<file path="config.mk">
export PLATFORM = sky130hd
export DESIGN_NAME = rhd_frame_packer
export DESIGN_NICKNAME = d
export VERILOG_FILES = /design/src/rtl/rhd_frame_packer.sv
export SDC_FILE = /design/constraint.sdc
export NUM_CORES = 1
export LEC_CHECK = 0
export CAP_MARGIN = 15
export CORE_MARGIN = 8
export CORE_UTILIZATION = 51
export DETAILED_ROUTE_END_ITERATION = 12
export PLACE_DENSITY = 0.84
export SYNTH_ARGS = -nofsm -noshare
export SYNTH_HDL_FRONTEND = slang
export SYNTH_SLANG_ARGS = --single-unit
</file>
<file path="constraint.sdc">
create_clock -name clk -period 4.42 [get_ports clk]
set_input_delay 0.884 -clock clk [delete_from_list [all_inputs] [get_ports clk]]
set_output_delay 0.884 -clock clk [all_outputs]
set_load 0.03 [all_outputs]
</file>
<file path="src/rtl/rhd_frame_packer.sv">
// Packs per-channel RHD samples (one 16-bit word per MISO stream) into framed words: MAGIC, frame count, then data.
// Latency: MAGIC valid the cycle after the accepting strobe; DATA word 0 the cycle after a strobe accepted in GAP.
// Backpressure: out_ready stalls only the output; upstream is never stalled, and samples that find the buffer busy are dropped and counted.
module rhd_frame_packer #(
    parameter int          NUM_STREAMS  = 32,
    parameter int          LAST_CHANNEL = 34,
    parameter logic [15:0] MAGIC        = 16'hC0DE
) (
    input  logic                      clk,
    input  logic                      rstn,
    input  logic                      enable,
    input  logic                      sample_valid,
    input  logic [7:0]                sample_channel,
    input  logic [16*NUM_STREAMS-1:0] sample_data,
    output logic [15:0]               out_data,
    output logic                      out_valid,
    input  logic                      out_ready,
    output logic                      out_last,
    output logic [15:0]               overflow_count,
    output logic                      seq_error,
    output logic [15:0]               frame_count
);

    localparam int             IDX_W    = (NUM_STREAMS > 1) ? $clog2(NUM_STREAMS) : 1;
    localparam logic [IDX_W-1:0] LAST_IDX = IDX_W'(NUM_STREAMS - 1);
    localparam logic [7:0]     LAST_CH  = 8'(LAST_CHANNEL);

    typedef enum logic [2:0] {SYNC, HDR_MAGIC, HDR_COUNT, DATA, GAP} state_t;

    state_t           state_q, state_d;
    logic [15:0]      hold_q [NUM_STREAMS];
    logic [15:0]      hold_d [NUM_STREAMS];
    logic [IDX_W-1:0] idx_q, idx_d;
    logic [7:0]       exp_q, exp_d;
    // term: the sample currently buffered is the last one of this frame
    logic             term_q, term_d;
    logic [15:0]      fc_q, fc_d;
    logic [15:0]      ovf_q, ovf_d;
    logic             serr_q, serr_d;

    logic sv, hs, fin_hs, ch_ok, load, drop;

    assign overflow_count = ovf_q;
    assign seq_error      = serr_q;
    assign frame_count    = fc_q;

    // State register and all datapath flops; reset discards any buffered sample
    always_ff @(posedge clk or negedge rstn) begin
        if (!rstn) begin
            state_q <= SYNC;
            idx_q   <= '0;
            exp_q   <= '0;
            term_q  <= 1'b0;
            fc_q    <= '0;
            ovf_q   <= '0;
            serr_q  <= 1'b0;
            for (int k = 0; k < NUM_STREAMS; k++) hold_q[k] <= '0;
        end else begin
            state_q <= state_d;
            idx_q   <= idx_d;
            exp_q   <= exp_d;
            term_q  <= term_d;
            fc_q    <= fc_d;
            ovf_q   <= ovf_d;
            serr_q  <= serr_d;
            for (int k = 0; k < NUM_STREAMS; k++) hold_q[k] <= hold_d[k];
        end
    end

    // Next-state: sample acceptance, drop/overflow accounting and frame sequencing
    always_comb begin
        state_d = state_q;
        idx_d   = idx_q;
        exp_d   = exp_q;
        term_d  = term_q;
        fc_d    = fc_q;
        ovf_d   = ovf_q;
        serr_d  = serr_q;
        for (int k = 0; k < NUM_STREAMS; k++) hold_d[k] = hold_q[k];
        load    = 1'b0;
        drop    = 1'b0;
        sv      = sample_valid && enable;
        hs      = out_valid && out_ready;
        fin_hs  = hs && (state_q == DATA) && (idx_q == LAST_IDX);
        ch_ok   = (sample_channel == exp_q);

        case (state_q)
            SYNC: begin
                if (sv && sample_channel == 8'd0) begin
                    load    = 1'b1;
                    exp_d   = 8'd1;
                    state_d = HDR_MAGIC;
                end
            end
            HDR_MAGIC, HDR_COUNT: begin
                // Buffer still holds the frame's first sample, so anything arriving now is lost
                if (!enable) term_d = 1'b1;
                if (sv) begin
                    drop   = 1'b1;
                    term_d = 1'b1;
                end
                if (hs) begin
                    if (state_q == HDR_MAGIC) begin
                        state_d = HDR_COUNT;
                    end else begin
                        state_d = DATA;
                        idx_d   = '0;
                        fc_d    = fc_q + 16'd1;
                    end
                end
            end
            DATA: begin
                if (hs && !fin_hs) idx_d = idx_q + IDX_W'(1);
                if (fin_hs && term_q) begin
                    // Frame ends on this word; the block is resyncing, so only channel 0 can start a new frame
                    state_d = SYNC;
                    if (sv && sample_channel == 8'd0) begin
                        load    = 1'b1;
                        exp_d   = 8'd1;
                        state_d = HDR_MAGIC;
                    end
                end else begin
                    if (!enable) term_d = 1'b1;
                    if (sv) begin
                        if (term_q) begin
                            drop = 1'b1;
                        end else if (!ch_ok) begin
                            serr_d = 1'b1;
                            term_d = 1'b1;
                        end else if (fin_hs) begin
                            load  = 1'b1;
                            exp_d = exp_q + 8'd1;
                            idx_d = '0;
                        end else begin
                            drop   = 1'b1;
                            term_d = 1'b1;
                        end
                    end
                    if (fin_hs && !load) state_d = term_d ? SYNC : GAP;
                end
            end
            GAP: begin
                if (!enable) begin
                    state_d = SYNC;
                end else if (sv) begin
                    if (ch_ok) begin
                        load    = 1'b1;
                        exp_d   = exp_q + 8'd1;
                        idx_d   = '0;
                        state_d = DATA;
                    end else begin
                        serr_d  = 1'b1;
                        state_d = SYNC;
                    end
                end
            end
            default: state_d = SYNC;
        endcase

        if (load) begin
            for (int k = 0; k < NUM_STREAMS; k++) hold_d[k] = sample_data[16*k +: 16];
            term_d = (sample_channel == LAST_CH);
        end
        if (drop && ovf_q != 16'hFFFF) ovf_d = ovf_q + 16'd1;
    end

    // Output decode: header words, then buffered stream words; idle states drive zero
    always_comb begin
        out_valid = 1'b0;
        out_data  = '0;
        out_last  = 1'b0;
        case (state_q)
            HDR_MAGIC: begin
                out_valid = 1'b1;
                out_data  = MAGIC;
            end
            HDR_COUNT: begin
                out_valid = 1'b1;
                out_data  = fc_q;
            end
            DATA: begin
                out_valid = 1'b1;
                out_data  = hold_q[idx_q];
                out_last  = (idx_q == LAST_IDX) && term_q;
            end
            default: ;
        endcase
    end

endmodule
</file>
* Word-level counts from Yosys, hierarchy flattened
Index checks and enable logic that the tools add are counted.
** Word-level totals
- Memories :: 0
- Register bits :: 562
- Bits in latches :: 0
- RAM bits :: 0
- Output and inout port bits :: 51
- Bits of input ports :: 525
- Word-level logic and storage cells :: 172
- Memory bits (read-only) :: 0
** Operators by class
- Shift operators :: 0
- $lt $le $gt $ge :: 1
- $mul :: 0
- Div/mod/pow operators :: 0
- Equality and inequality tests :: 24
- Multiplexer cells :: 76
- $add $sub $neg :: 4
- Bitwise operators :: 2
- Reduce and logical (&&, ||, !) cells :: 26
** Operators by type and width (number)
- 16-bit binary-select mux with 5-bit select :: 1
- 8-bit 2-to-1 mux :: 9
- 5-bit 2-to-1 mux :: 11
- 16-bit one-hot mux with 3 select lines :: 1
- 1-bit 2-to-1 mux :: 37
- 16-bit by 1-bit adder with 16-bit output, second input constant :: 2
- 16-bit 2-to-1 mux :: 2
- 8-bit one-hot mux with 3 select lines :: 1
- 3-bit 2-to-1 mux :: 7
- 2-bit != test, second input constant :: 9
- 16-bit != test, second input constant :: 1
- 5-bit one-hot mux with 3 select lines :: 1
- 3-bit by 2-bit != test with 1-bit output, second input constant :: 4
- 3-bit one-hot mux with 4 select lines :: 1
- 6-bit AND reduction :: 2
- 1-bit logical AND :: 10
- 3-bit nonzero test :: 3
- 8-bit by 1-bit adder with 8-bit output, second input constant :: 1
- 8-bit by 6-bit equality test with 1-bit output, second input constant :: 1
- 8-bit equality test :: 1
- 8-bit logical NOT :: 1
- 8-bit AND reduction :: 1
- 3-bit by 2-bit equality test with 1-bit output, second input constant :: 2
- 6-bit >= comparator, second input constant :: 1
- other kinds (19) :: 23

* Longest topological paths before layout
Gate-level depths: netlist of run 1.
- Word-level depth :: 17
- Gate-level depth with buffers :: 17
- Mapped depth without buffers :: 9

* Worst setup path before layout of run 1
Ideal clock, no wire load.
- Path type :: register to register
- Start :: reg idx_q[3]
- End :: reg hold_q[0] (netlist bit)
- Data required time :: 4.304 ns
- Path buffers :: 9
- Setup time :: 0.116 ns
- Period minus slack after synthesis :: 3.610 ns
- Arrival :: 3.494 ns
- Slack :: 0.810 ns
- Cell stages (with the launch flop) :: 18
- Cell sequence :: dfrtp_1 > clkbuf_1 > clkbuf_1 > clkbuf_1 > clkbuf_1 > and3_1 > ha_1 > buf_2 > nand2_1 > or3_1 > a2111oi_2 > buf_4 > a21oi_2 > buf_6 > buf_6 > buf_6 > nand2_1 > nand2_1
** On the way
- Cells in the longest elaborated chain, start to end :: 10
- Elaborated cells between the ends (all ways) :: 11
- Those cells by class :: 1 x eq/ne; 8 x mux; 2 x reduce/logical
** Ends and longest elaborated chain
- from (decl) :: line 33 : logic [IDX_W-1:0] idx_q, idx_d;
- from (signal assigned) :: line 60 : idx_q <= idx_d;
- 5-bit equality test (*) :: line 84 : fin_hs = hs && (state_q == DATA) && (idx_q == LAST_IDX);
- 1-bit logical AND (*) :: line 84
- 1-bit 2-to-1 mux :: line 130 : end else if (fin_hs) begin
- 1-bit 2-to-1 mux :: line 127 : end else if (!ch_ok) begin
- 1-bit 2-to-1 mux :: line 125 : if (term_q) begin
- 1-bit 2-to-1 mux :: line 124 : if (sv) begin
- 1-bit 2-to-1 mux :: line 114 : if (fin_hs && term_q) begin
- 1-bit 2-to-1 mux :: line 87 : case (state_q)
- 1-bit 2-to-1 mux (*) :: line 114
- 1-bit one-hot mux with 3 select lines (*) :: line 87
- to (decl) :: line 31 : logic [15:0] hold_q [NUM_STREAMS];
Mark *: on every way between the ends. The rest lies on a longest branch, timed or not. The select of a mux whose other input is x is not followed.
A chain may end at the register's enable or synchronous reset.

* Worst setup path after layout of run 1
- Start :: reg idx_q[0]
- End :: out out_data[2]
** On the way
- Cells in the longest elaborated chain, start to end :: 5
** Ends and longest elaborated chain
- 5-bit inverter with 6-bit output (not written as such) :: line 183 : out_data = hold_q[idx_q];
- 16-bit binary-select mux with 5-bit select :: line 183
- 16-bit 2-to-1 mux (not written as such) (2 in a row) :: line 183
- 16-bit one-hot mux with 3 select lines :: line 172 : case (state_q)
- to (decl) :: line 15 : output logic [15:0] out_data,
No other way between the ends. The select of a mux whose other input is x is not followed.

==> flow_summary.json, run 1 <==
{
  "dpl.hpwl_mm": 67.8,
  "crit_fanout": 22,
  "start_util_pct": 51.5,
  "cts-root-buf": "clkbuf_16",
  "antenna_found_initial": 31,
  "yosysSeqAreaShare_pct": 53.2,
  "cap_violations": 0,
  "slowest_delay_ps": 640,
  "synth_cell_types": 51,
  "io_pins": 576,
  "core.rowCount": 83,
  "synth-seq-cells": 562,
  "fin_cells": 4089,
  "tightest_slew_ps": 989,
  "worstSetupPathType": "flop to primary output",
  "place_ws_ps": 405,
  "crit_family": "multiplexers",
  "layout_common_cells": "nand2_1, clkdlybuf4s50_1, dfrtp_1",
  "multi_input_area_um2": 11300,
  "synth.cell_area_um2": 26400,
  "fin_skew_ps": 17.9,
  "vias": 22700,
  "cts_buffers": 57,
  "dr.pass1.iters": 7,
  "grt_pass1_wl_mm": 139,
  "area_growth_pct": 31.4,
  "ir_worst_vdd_mv": 0.314,
  "hold_path_class": "input pin to asynchronous set/reset pin",
  "dp.cells": 3957,
  "n_fill_cell": 3893,
  "grt_pass1_vias": 23000,
  "cp_num_buf_inv": 2,
  "finalSetupViolCount": 0,
  "core_um2": 51300,
  "fmax_mhz": 231,
  "synth_flop_cell": "dfrtp_1",
  "crit_chain": "buf_12, mux4_2, mux4_2, o21ai_0, o21ai_0, clkdlybuf4s50_1",
  "max_slew_margin_pct": 34.1,
  "reg2reg_from": "idx_q[0]",
  "synth-async-reset-ratio_pct": 100,
  "htreeDepth": 2,
  "cts_tree": "done",
  "slew_violations": 0,
  "syn_area_per_cell_um2": 9.36,
  "cp_slowest_cell": "clkdlybuf4s50_1",
  "post-route-util_pct": 67.7,
  "worst_setup_path_end_kind": "primary output",
  "worst_setup_path_start_kind": "flop",
  "gp_congestion": 0.913,
  "drive_gt1_share_pct": 9.13,
  "overflow": 0,
  "fin_crit_sh_pct": 98.1,
  "synth-edff-count": 0,
  "rsz0062_at_grt": "true",
  "clock-sinks": 562,
  "cp_data_required_time_ps": 3540,
  "die_area_um2": 59400,
  "syn_inst": 2825,
  "critPathLaunch": "idx_q[0]",
  "fin_nets": 3868,
  "grt_max_degree": 191,
  "synth_nets": 3355,
  "die_height_um": 244,
  "p_per_area_nw_per_um2": 390,
  "ys_warn_count": 0,
  "final_common_cell": "nand2_1",
  "totalWireLength_mm": 92.1,
  "min_period_ps": 4340,
  "fin_ws_ps": 84.2,
  "port_buffers": 575,
  "status": "completed",
  "clk_pin_slew_ps": 60,
  "track_usage_pct": 30.4,
  "cts_buffer_depth": 3,
  "dr.first_iter.drc_count": 2218,
  "fp.dieW_um": 244,
  "p_leak_nw": 17.4,
  "ant_nets": 0,
  "clk_latency_ps": 620,
  "drcViolationCount": 0,
  "viasPerCell": 5.54,
  "hold_violations": 0,
  "routedWlPerCell_um": 22.5,
  "seqCellArea_um2": 14100,
  "crit_arrival_ps": 3450
}
worst reg2reg max path, cell delays in order, from the launching register on:
cell and delay [ps]:
dfrtp_4 520, buf_16 200, ha_1 270, and3_1 190, ha_1 270, and3_1 270, a21oi_1 230, nor2_1 100
a21oi_4 700, buf_12 580, nand2_1 410, nand2_1 100
cell families after synthesis:
| kind of cell | count (synthesis) | synth area share (%) |
|---|---|---|
| muxes | 188 | 12.3 |
| adders and majority gates | 5 | 0.237 |
| and+or+nand+nor | 1709 | 25.1 |
| DFF | 562 | 53.2 |
| xor gates and xnor gates | 39 | 1.29 |
| buffers and inverters | 184 | 4.40 |
| AOI/OAI and AO/OA | 138 | 3.55 |
stage by stage:
step | hold WS [ps] | setup TNS, ps | power, W | instance area [um2]
floorplan | 433 | 0 | 0.00718 | 26400
global route | 414 | -64.1 | 0.0140 | 34700
finish | 344 | 0 | 0.0136 | 34700
detailed placement | 450 | 0 | 0.00855 | 32600
CTS | 395 | 0 | 0.0136 | 34600
global placement | 444 | 0 | 0.00850 | 32600
final cells by class:
type,instances,area share [%]
timing repair buffer,629,18.6
clock inverter,25,0.792
clock buffer,79,4.78
sequential,562,40.5
tap,680,2.45
multi-input combinational,2079,32.6
inverter,9,0.0973
antenna,26,0.187
repair_timing:
item                                    4_1_cts  5_1_grt
hold buffers                                  0        0
endpoints found under the setup margin       16       13
buffers inserted                              2        0
resized for setup                            19       16
layer usage:
metal  GRT usage [%]  vias to the layer above  part of all wire (%)
li1                -                    10200                     -
met3            8.93                      208                   9.9
met2            48.9                     1100                    47
met4            13.4                       18                   4.7
met1            38.0                    11100                    38
met5               0                        -                  0.14
cell usage after synthesis, types with 5 or more instances:
cell	instances	area, um2
inv_1	9	33.8
a22oi_1	28	210
nor4_1	7	43.8
ha_1	5	62.6
and3_1	7	43.8
o22ai_1	8	50.1
nand3_1	14	70.1
mux2i_1	70	701
a31oi_1	7	43.8
buf_6	37	417
nor2_1	31	116
o21ai_0	22	110
xnor2_1	22	193
xor2_1	17	149
clkbuf_1	39	146
nand4_1	20	125
nor2b_1	11	68.8
nand2_1	1589	5960
o211ai_1	8	60.1
mux4_2	108	2430
dfrtp_1	562	14100
mux2_2	10	113
buf_2	66	330
buf_4	30	225
a21oi_1	30	150
o221ai_1	15	131
nor3_1	11	55.1
flip-flops by register name (all words and copies together) (netlist names):
| name | flops |
|---|---|
| state_q | 3 |
| seq_error | 1 |
| hold_q | 512 |
| exp_q | 8 |
| frame_count | 16 |
| overflow_count | 16 |
| term_q | 1 |
| idx_q | 5 |
report_power, final:
group	internal [W]	leakage (nW)	total, W	switching, W
Combinational	0.00142	8.62	0.00300	0.00158
Clock	0.00291	0.960	0.00501	0.00210
Sequential	0.00531	7.79	0.00554	0.000234
final timing paths:
kind | to | slack, ps | depth (start not counted)
max reg2reg | hold_q[450] | 510 | 11
min | hold_q[322] | 340 | 1
max | out_data[2] | 80 | 6
max in group asynchronous | hold_q[439] | 2980 | 2
min in group clk | hold_q[95] | 460 | 2
min reg2reg | hold_q[95] | 460 | 2
Power figures use the tool's default switching activity.
==> run 2: changes to the inputs <==
- TNS_END_PERCENT: default -> 50
==> flow_summary.json, run 2 (same netlist as run 1, synthesis figures left out) <==
{
  "setup_tns_ps": 0,
  "grt_max_degree": 191,
  "clk_latency_ps": 620,
  "worst_setup_path_start_kind": "flop",
  "slew_violations": 0,
  "design_area_um2": 34700,
  "fin_skew_ps": 19.9,
  "dr.pass1.iters": 6,
  "routedWlPerCell_um": 22.5,
  "tightest_slew_ps": 995,
  "p_leak_nw": 17.4,
  "cap_violations": 0,
  "grt_pass1_wl_mm": 139,
  "antenna_found_initial": 30,
  "start_util_pct": 51.5,
  "overflow": 0,
  "finalSetupViolCount": 0,
  "drcViolationCount": 0,
  "worst_setup_path_end_kind": "primary output",
  "layout_common_cells": "nand2_1, clkdlybuf4s50_1, dfrtp_1",
  "cp_num_buf_inv": 4,
  "fp.dieW_um": 244,
  "cts_buffers": 57,
  "n_fill_cell": 3898,
  "crit_chain": "buf_16, buf_12, buf_6, mux2i_1, a22oi_1, nand4_1, o221ai_1, o211ai_1, nand2_1, buf_4",
  "cts-root-buf": "clkbuf_16",
  "track_usage_pct": 30.3,
  "max_slew_margin_pct": 33.7,
  "dpl.hpwl_mm": 67.8,
  "ant_nets": 0,
  "htreeDepth": 2,
  "worstSetupPathType": "flop to primary output",
  "cp_data_required_time_ps": 3540,
  "grt_pass1_vias": 23000,
  "whs_ps": 346,
  "drive_gt1_share_pct": 8.99,
  "status": "completed",
  "fmax_mhz": 232,
  "ir_worst_vdd_mv": 0.312,
  "totalWireLength_mm": 91.8,
  "vias": 22600,
  "placed_area_um2": 32600,
  "cts_tree": "done",
  "crit_family": "buffers and inverters",
  "crit_arrival_ps": 3420,
  "fin_ws_ps": 117,
  "die_height_um": 244,
  "io_pins": 576,
  "gp_congestion": 0.913,
  "area_growth_pct": 31.2,
  "largest_reg_flops": 512,
  "core_um2": 51300,
  "hold_violations": 0,
  "die_area_um2": 59400,
  "crit_fanout": 27,
  "place_ws_ps": 405,
  "final_common_cell": "nand2_1",
  "largest_register": "hold_q",
  "fin_crit_sh_pct": 97.3,
  "clk_pin_slew_ps": 60,
  "viasPerCell": 5.53,
  "min_period_ps": 4300,
  "fin_nets": 3867,
  "dr.first_iter.drc_count": 2283,
  "cp_slowest_cell": "dfrtp_4",
  "slowest_delay_ps": 470,
  "p_per_area_nw_per_um2": 390,
  "core.rowCount": 83,
  "clock-sinks": 562,
  "hold_path_class": "input pin to asynchronous set/reset pin",
  "port_buffers": 575,
  "cts_hold_buffers": 0,
  "cts_buffer_depth": 3
}
run 2: changes by cell type in the layout (fill, tap and decap cells not counted), sizes merged:
| cell | delta |
|---|---|
| clkdlybuf4s50 | -1 |
| diode | -4 |
| buf | -1 |
| dlygate4sd2 | +1 |
run 2: cell type report:
type                            instances  area (um2)  area share [%]
Clock buffer                           79        1660            4.78
Sequential cell                       562       14100            40.6
Inverter                                9        33.8          0.0974
Tap cell                              680         851            2.45
Clock inverter                         25         275           0.793
Antenna cell                           22        55.1           0.159
Timing Repair Buffer                  628        6440            18.6
Multi-Input combinational cell       2079       11300            32.6
run 2: stage by stage:
stage               utilization, %  std cells  power [W]
finish                        67.6       4084     0.0135
global route                  67.6       4081     0.0140
CTS                           67.4       4062     0.0136
detailed placement            63.5       3957    0.00855
global placement              63.5       3957    0.00850
floorplan                        -       2825    0.00718
run 2: power breakdown:
group,internal (W),switching [W]
Combinational,0.00141,0.00156
Clock,0.00291,0.00210
Sequential,0.00531,0.000243
run 2: layer usage:
layer / vias to the layer above / wire (um) / track usage, %
met5: - / 142 / 0
met2: 1035 / 43900 / 48.9
met3: 214 / 8410 / 8.94
li1: 10200 / - / -
met4: 20 / 4050 / 13.1
met1: 11100 / 35300 / 37.8
run 2: timing repair:
action / 4_1_cts / 5_1_grt
pin swaps: 0 / 2
endpoints found under the setup margin: 16 / 12
setup buffers: 1 / 0
gates resized for setup: 20 / 13
run 2: worst paths after layout:
check                      startpoint  slack (ps)  cells past startpoint           to
max in group asynchronous        rstn        2990                      2  hold_q[439]
setup reg to reg             idx_q[0]         540                     11  hold_q[240]
min in group clk           hold_q[95]         460                      2   hold_q[95]
hold reg to reg            hold_q[95]         460                      2   hold_q[95]
setup / recovery             idx_q[0]         120                     10  out_data[9]
hold / removal                   rstn         350                      1  hold_q[322]
==> run 3: changes to the inputs <==
- CORE_MARGIN: 8 -> 2
==> flow_summary.json, run 3 (same netlist as run 1, synthesis figures left out) <==
{
  "min_period_ps": 4470,
  "die_height_um": 232,
  "status": "finished with violations",
  "wl_met3_mm": 8.18,
  "htreeDepth": 2,
  "vias": 22900,
  "worst_setup_path_start_kind": "flop",
  "placed_area_um2": 32600,
  "cp_num_buf_inv": 3,
  "crit_arrival_ps": 3590,
  "slew_violations": 0,
  "violations": "setup timing",
  "cts_tree": "done",
  "cts-root-buf": "clkbuf_16",
  "crit_chain": "buf_12, buf_4, nand2b_1, o22ai_1, o221ai_1, o211ai_1, nand2_1, buf_4",
  "clk_pin_slew_ps": 60,
  "clk_latency_ps": 620,
  "layout_common_cells": "nand2_1, clkdlybuf4s50_1, dfrtp_1",
  "hold_violations": 0,
  "rsz0062_at_grt": "true",
  "fin_nets": 3870,
  "port_buffers": 575,
  "cp_slowest_cell": "dfrtp_4",
  "dr_wl_met2_mm": 42.9,
  "overflow": 0,
  "grt_pass1_vias": 23000,
  "p_leak_nw": 17.3,
  "dr.first_iter.drc_count": 2333,
  "p_per_area_nw_per_um2": 387,
  "routedWlPerCell_um": 22.1,
  "clock-sinks": 562,
  "place_ws_ps": 271,
  "setup_tns_ps": -51.7,
  "io_pins": 576,
  "ant_nets": 0,
  "drcViolationCount": 0,
  "slowest_delay_ps": 710,
  "final_common_cell": "nand2_1",
  "grt_max_degree": 210,
  "fin_cells": 4077,
  "dr.pass1.iters": 6,
  "dpl.hpwl_mm": 65.5,
  "fp.dieW_um": 232,
  "tightest_slew_ps": 1040,
  "finalSetupViolCount": 1,
  "worst_setup_path_end_kind": "primary output",
  "cts_buffers": 57,
  "start_util_pct": 51.5,
  "fmax_mhz": 224,
  "crit_fanout": 25,
  "wl_met1_mm": 34.5,
  "fin_crit_sh_pct": 101,
  "largest_reg_flops": 512,
  "cap_violations": 0,
  "dp.cells": 3956,
  "die_area_um2": 53700,
  "fin_ws_ps": -51.7,
  "hold_path_class": "input pin to asynchronous set/reset pin",
  "cts_hold_buffers": 0,
  "antenna_found_initial": 20,
  "core_um2": 51300,
  "largest_register": "hold_q",
  "cp_data_required_time_ps": 3540,
  "drive_gt1_share_pct": 8.70,
  "n_fill_cell": 3923,
  "ir_worst_vdd_mv": 0.341,
  "fin_skew_ps": 18.0,
  "crit_family": "compound AO/OA/AOI/OAI gates",
  "totalWireLength_mm": 90.3,
  "grt_pass1_wl_mm": 136,
  "highest_layer": "met5",
  "viasPerCell": 5.62,
  "cts_buffer_depth": 3,
  "max_slew_margin_pct": 30.5,
  "gp_congestion": 0.943,
  "cp_common_cell": "buf_4",
  "core.rowCount": 83,
  "design_area_um2": 34600,
  "track_usage_pct": 33.8,
  "area_growth_pct": 30.7,
  "worstSetupPathType": "flop to primary output",
  "post-route-util_pct": 67.3
}
## run 3: timing repair
action                     4_1_cts  5_1_grt
setup endpoints to repair       16        5
buffers inserted                 5        0
resized for setup               16        4
## run 3: path summary, 6_finish.rpt
path	from	to	slack, ps	cells after the start
max	idx_q[2]	out_data[8]	-50	8
min	rstn	overflow_count[8]	390	1
max reg2reg	idx_q[0]	hold_q[109]	450	13
min reg2reg	hold_q[414]	hold_q[414]	460	2
max in group asynchronous	rstn	hold_q[99]	2910	2
min in group clk	hold_q[414]	hold_q[414]	460	2
## run 3: area by class of cell
class	instances	area, um2	area share [%]
tap	680	851	2.46
clock inverter	20	193	0.558
timing repair buffer	631	6440	18.6
inverter	9	33.8	0.0978
clock buffer	79	1640	4.75
sequential	562	14100	40.8
antenna	17	42.5	0.123
multi-input combinational	2079	11300	32.6
## run 3: metrics by stage
stage / hold WS (ps) / total power, W
after floorplan: 433 / 0.00718
after global placement: 444 / 0.00856
after detailed placement: 451 / 0.00857
after CTS: 431 / 0.0134
after global routing: 466 / 0.0138
final: 394 / 0.0134
## run 3: report_power, final
group          internal, W  switching (W)
registers          0.00531       0.000255
logic              0.00142        0.00159
clock network      0.00275        0.00206
total              0.00948        0.00390
## run 3: per-layer routing
| metal | up-vias | track usage (%) |
|---|---|---|
| li1 | 10200 | - |
| met1 | 11200 | 43.8 |
| met2 | 1207 | 53.7 |
| met3 | 231 | 7.39 |
| met4 | 8 | 17.4 |
| met5 | - | 0 |
## run 3: worst register-to-register path: cells and delay by family, from the launching register on
family	cells	cell delay [ps]
simple gates	5	1320
buf+inv	4	950
fa+ha+maj	2	570
compound gates	2	560
flops	1	460
